[src/rtl/bus_arbiter5.sv]
// bus_arbiter5: five-way round-robin arbiter driving a shared datapath mux select.
// Optional burst limit: define ARB_BURST_LIMIT_EN to force rotation after MAX_BURST cycles.
module bus_arbiter5 #(
    parameter int MAX_BURST = 4,
    parameter int CW        = 3
) (
    input  logic       clk,
    input  logic       reset,
    input  logic [4:0] req,
    output logic [4:0] gnt,
    output logic [2:0] sel,
    output logic       busy
);
    typedef enum logic {IDLE, GRANT} state_t;
    state_t     state, state_n;
    logic [4:0] gnt_n, cand;
    logic [2:0] sel_n, last, last_n, win, p;
    logic       hit, own, force_rot;
`ifdef ARB_BURST_LIMIT_EN
    logic [CW-1:0] cnt, cnt_n;
`endif

    if (MAX_BURST < 1 || 2**CW < MAX_BURST) begin : g_bad_cfg
        $error("bus_arbiter5: need MAX_BURST >= 1 and 2**CW >= MAX_BURST");
    end

    assign busy = (state == GRANT);
    assign own  = |(req & gnt);

    // Round-robin scan starting after the last owner; while granted, the owner is masked out
    always_comb begin
        cand = (state == IDLE) ? req : (req & ~gnt);
        hit  = 1'b0;
        win  = last;
        p    = '0;
        for (int k = 5; k >= 1; k--) begin
            p = 3'((int'(last) + k) % 5);
            if (cand[p]) begin
                hit = 1'b1;
                win = p;
            end
        end
    end

    // Next-state logic: grant, hold, hand off without a bubble, or drop to idle
    always_comb begin
        state_n = state;
        gnt_n   = gnt;
        sel_n   = sel;
        last_n  = last;
`ifdef ARB_BURST_LIMIT_EN
        cnt_n     = cnt;
        force_rot = (cnt == CW'(MAX_BURST - 1)) && hit;
`else
        force_rot = 1'b0;
`endif
        if (state == GRANT && own && !force_rot) begin
`ifdef ARB_BURST_LIMIT_EN
            cnt_n = (cnt == CW'(MAX_BURST - 1)) ? '0 : (cnt == '1) ? cnt : cnt + 1'b1;
`endif
        end else if (hit) begin
            state_n = GRANT;
            gnt_n   = 5'(1) << win;
            sel_n   = win;
            last_n  = win;
`ifdef ARB_BURST_LIMIT_EN
            cnt_n   = '0;
`endif
        end else begin
            state_n = IDLE;
            gnt_n   = '0;
        end
    end

    // State register; reset points last at source 4 so source 0 wins first
    always_ff @(posedge clk) begin
        if (reset) begin
            state <= IDLE;
            gnt   <= '0;
            sel   <= '0;
            last  <= 3'd4;
`ifdef ARB_BURST_LIMIT_EN
            cnt   <= '0;
`endif
        end else begin
            state <= state_n;
            gnt   <= gnt_n;
            sel   <= sel_n;
            last  <= last_n;
`ifdef ARB_BURST_LIMIT_EN
            cnt   <= cnt_n;
`endif
        end
    end
endmodule

[config.mk]
export PLATFORM = sky130hd
export DESIGN_NAME = bus_arbiter5
export DESIGN_NICKNAME = d
export VERILOG_FILES = /design/src/rtl/bus_arbiter5.sv
export SDC_FILE = /design/constraint.sdc
export NUM_CORES = 1
export LEC_CHECK = 0
export ABC_AREA = 1
export BUFFER_PORTS_ARGS = -buffer_cell sky130_fd_sc_hd__buf_2
export CAP_MARGIN = 20
export CORE_ASPECT_RATIO = 2
export CORE_MARGIN = 5
export CORE_UTILIZATION = 60
export DETAILED_ROUTE_END_ITERATION = 8
export MAX_ROUTING_LAYER = met4
export PLACE_DENSITY = 0.89
export SLEW_MARGIN = 20
export SYNTH_ARGS = -nofsm -noshare
export SYNTH_HDL_FRONTEND = slang
export SYNTH_SLANG_ARGS = --single-unit
export TNS_END_PERCENT = 5
[constraint.sdc]
create_clock -name clk -period 6.6 [get_ports clk]
set_input_delay 0 -clock clk [delete_from_list [all_inputs] [get_ports clk]]
set_output_delay 0 -clock clk [all_outputs]
set_load 0.03 [all_outputs]
Word-level counts from Yosys, hierarchy flattened. Index checks and enable logic that the tools add are counted.

Register bits: 12. Bits in latches: 0. Bits in writable memories: 0. Memory bits (read-only): 0. Input bits: 7. Output and inout port bits: 9. Logic and storage cells: 50. Memories: 0.

$add $sub $neg: 5. Multiply operators: 0. Div/mod/pow operators: 5. Order comparisons: 5. Equal/unequal tests: 0. Shifts and indexed selects: 1. Multiplexer cells: 23. Bitwise logic cells: 4. Reductions and logical operators: 3.

Operators with widths (count): $mod A32 B4 Y32 const B (5); $lt A3 B4 Y1 const B (5); $bmux W1 S3 (5); $mux W3 (5); $mux W1 (11); $and A5 B5 Y5 (2); $mux W5 (2); $add A3 B2 Y4 const B (2); $add A3 B3 Y4 const B (2); $not A5 Y5 (1); $reduce_or A5 Y1 (1); $shl A1 B3 Y5 const A (1); $add A3 B1 Y4 const B (1); $reduce_and A2 Y1 (1); $logic_and A1 B1 Y1 (1); $not A1 Y1 (1).

Longest topological paths before layout.
Word-level depth: 12. Mapped depth: 31. Depth with buffers taken out: 31.

Worst setup path before layout. Ideal clock, no wire load.

Path type: register -> register. From: register sel[0] (netlist name). To: register gnt[1]. Library setup time: 126 ps. Data arrival time: 3805 ps. Data required time: 6474 ps. Setup slack: 2669 ps. Cell stages (with the launch flop): 29. Path buffers: 1. Clock period less this slack: 3931 ps. Path through: dfxtp_1 -> buf_2 -> clkinv_1 -> ha_1 -> inv_1 -> ha_1 -> nor2_1 -> nand2_2 -> nand2_2 -> xor2_1 -> ha_1 -> inv_1 -> or2_2 -> nand3_2 -> nand2_2 -> nand2_2 -> nand2_2 -> nand2_1 -> nand3_2 -> nand3_2 -> nand2_4 -> nor2_2 -> nand3_2 -> nand2_4 -> inv_4 -> nand3_2 -> nor2_1 -> nor2_1 -> nor2_1.

RTL lines: end signal, assigned (RTL line 87) `gnt <= gnt_n;`; end, declared (RTL line 10) `output logic [4:0] gnt,`.

==> metrics.md <==
| Metric | Value |
|---|---|
| Synth unique cells | 33 |
| Area leader, netlist | nand2_1 |
| Max_slew headroom | 0.5608 |
| CTS Buf Count | 3 |
| Slew @ Worst Pin | 0.6519 ns |
| Number of clock sinks | 10 |
| Wire length per cell | 14.11 um |
| Critical Path AT | 4.79 ns |
| IO Pins | 16 |
| Setup TNS | 0 ns |
| H-tree Lvls | 1 |
| Fin. max-slew vios | 0 |
| Vias | 2349 |
| CTS tree | built |
| Outcome | completed |
| Die Area | 4859 um2 |
| Clk_lat worst skew | 0.24 ns |
| Layout area overhead | 6.190% |
| Initial antenna violation count | 0 |
| Fin util | 0.6607 |
| Cts repair resizes | 0 |
| Count of input and output buffers | 15 |
| Largest family of logic cells by synthesized area | simple AND/OR/NAND/NOR gates |
| Type of the worst min-delay path | in2reg |
| # diodes | 0 |
| Vias in the first global route | 2205 |
| Synthesized area per cell | 5.839 um2 |
| Share of cells above drive strength 1 | 0.1613 |
| Ranking of synthesized cells by area | nand2_1 (18%), ha_1 (15%), nand3_1 (12%), dfxtp_1 (9.5%), inv_1 (8.4%) |
| Post-Synth Adder-Cell Area | 0.1548 |
| Post-CTS Hold Fix Bufs | 0 |
| Most common cell after layout, fill and taps aside | nand2_1 |
| Syn Nets | 393 |
| Drt pass-1 iters | 4 |
| Worst-path clk slew | 0.05 ns |
| Synth Register Bits | 10 |
| Antenna Nets Post-Route | 0 |
| DRC Markers | 0 |
| Sequential fraction of the synthesis area | 0.09524 |
| Worst-case clock buffer depth | 2 |
| Crit Path Category | reg2reg |
| Post-synthesis mux area share | 0 |
| CP endpoint kind | flip-flop |
| Detailed Route Iter0 Violations | 100 |
| Initial core utilization | 0.6222 |
| Post-synthesis compound-gate area fraction | 0.1101 |
| Core region area | 3378 um2 |
| Die width | 51.86 um |
| RSZ-0062 raised after global routing | no |
| Commonest non-fill, non-tap cells in the layout | nand2_1 (102), nand3_1 (51), inv_1 (47), ha_1 (26), nor2_1 (25) |
| Mapped Area | 2102 um2 |
| First-pass GRT wire length | 9.625 mm |
| Top-area cell type share of the netlist area | 0.1821 |
| Root Buffer | clkbuf_8 |
| HPWL Detailed | 4.648 mm |
| Final setup vio count | 0 |
| Maxcap violations | 0 |
| Vert. Die Dim | 93.71 um |
| Total track usage | 0.2642 |
| Achievable Freq | 216.1 MHz |
| Tmin final | 4.626 ns |
| Post-synthesis xor/xnor area fraction | 0.03690 |
| GPL Wtd Cong | 1.027 |
| Critical Path Start Type | flip-flop |
| Tcrit/Tclk final | 0.7010 |
| Row cnt | 30 |
| Most used cell, CP | nand2_1 |
| Crit-path slowest cell | ha_1 |
| Data required, critical path | 6.77 ns |
| Synth Warn # | 0 |
| Grt ovf | 0 |
| Crit-path max cell delay | 0.61 ns |
| WL final | 5.702 mm |
| Largest net degree at the start of global routing | 22 |
| Synth Area in Simple Gates | 0.4851 |
| Post-synthesis cell count | 360 |
| Vias per cell | 5.814 |
| Setup Buffers After CTS | 0 |
| Hold Fails Final Rpt | 0 |
| Crit-path max FO | 21 |
| Clock Skews | 0.0009852 ns |
| Nets | 406 |
flip-flops by register name, summed over array words and instances, names as in the netlist:
register,cells
gnt,5
last,1
sel,3
busy,1
area by class of cell:
cell class | instances | area, um2
fillers | 312 | 1146
repair buffers | 16 | 82.58
clock buffers | 4 | 55.05
flip-flops and latches | 10 | 200.2
well taps | 32 | 40.04
multi-input cells | 290 | 1654
inverters | 52 | 200.2
cells by family after synthesis:
family,Yosys count
buffers and inverters,60
AND/OR/NAND/NOR,217
adder cells (fa/ha/maj),26
AO/OA/AOI/OAI,39
flip-flops,10
XOR/XNOR,8
final timing paths:
| kind | slack, ns | cells past startpoint | startpoint | endpoint |
|---|---|---|---|---|
| setup / recovery | 1.97 | 27 | sel[0] | gnt[2] |
| hold / removal | 0.05 | 2 | reset | gnt[0] |
| setup reg to reg | 1.97 | 27 | sel[0] | gnt[2] |
| hold reg to reg | 0.51 | 2 | gnt[0] | gnt[0] |
metrics by stage:
stage	setup slack, ns	cell area, um2	hold WS, ns	cells
final	1.974	2232	0.05213	404
after global routing	1.472	2232	0.08572	404
after CTS	2.004	2232	0.05345	404
after detailed placement	2.114	2177	0.2947	400
after global placement	2.160	2177	0.2888	400
after floorplan	2.669	2102	0.2928	360
critical path, delay by kind of cell, from the launching register on:
family                   cells  cell delay (ns)
AND/OR/NAND/NOR             18             1.83
flip-flops                   1             0.30
AO/OA/AOI/OAI                1             0.15
adder cells (fa/ha/maj)      3             1.09
buffers and inverters        4             0.89
XOR/XNOR                     1             0.29
per-layer routing:
metal	up-vias	track usage	routed length (um)
li1	1179	-	-
met1	1047	0.2354	1950
met2	84	0.4853	3069
met3	39	0.009539	171
met4	0	0.2188	510
met5	-	-	0
cells in the mapped netlist:
library cell    n
nand2_1       102
nor2_2          2
xor2_2          1
inv_2           2
xnor2_1         2
o21bai_1        1
clkinv_1        1
xor2_1          5
nor2_1         25
o21ai_2         2
nand4_1         5
o21ai_0        14
ha_1           26
clkbuf_1        2
a21boi_4        1
dfxtp_1        10
buf_1           1
nand2_4         4
inv_4           2
buf_2           2
inv_1          47
nand3_2         6
nand2_2        17
o211ai_1        2
o21ai_1         4
a21oi_1        14
or2_2           2
buf_4           2
or2_1           2
nand3_1        51
nand3b_1        1
buf_6           1
o211ai_2        1
Power is not shown: default switching activity piles up to over one toggle a cycle in this logic, so the estimate is an artifact.
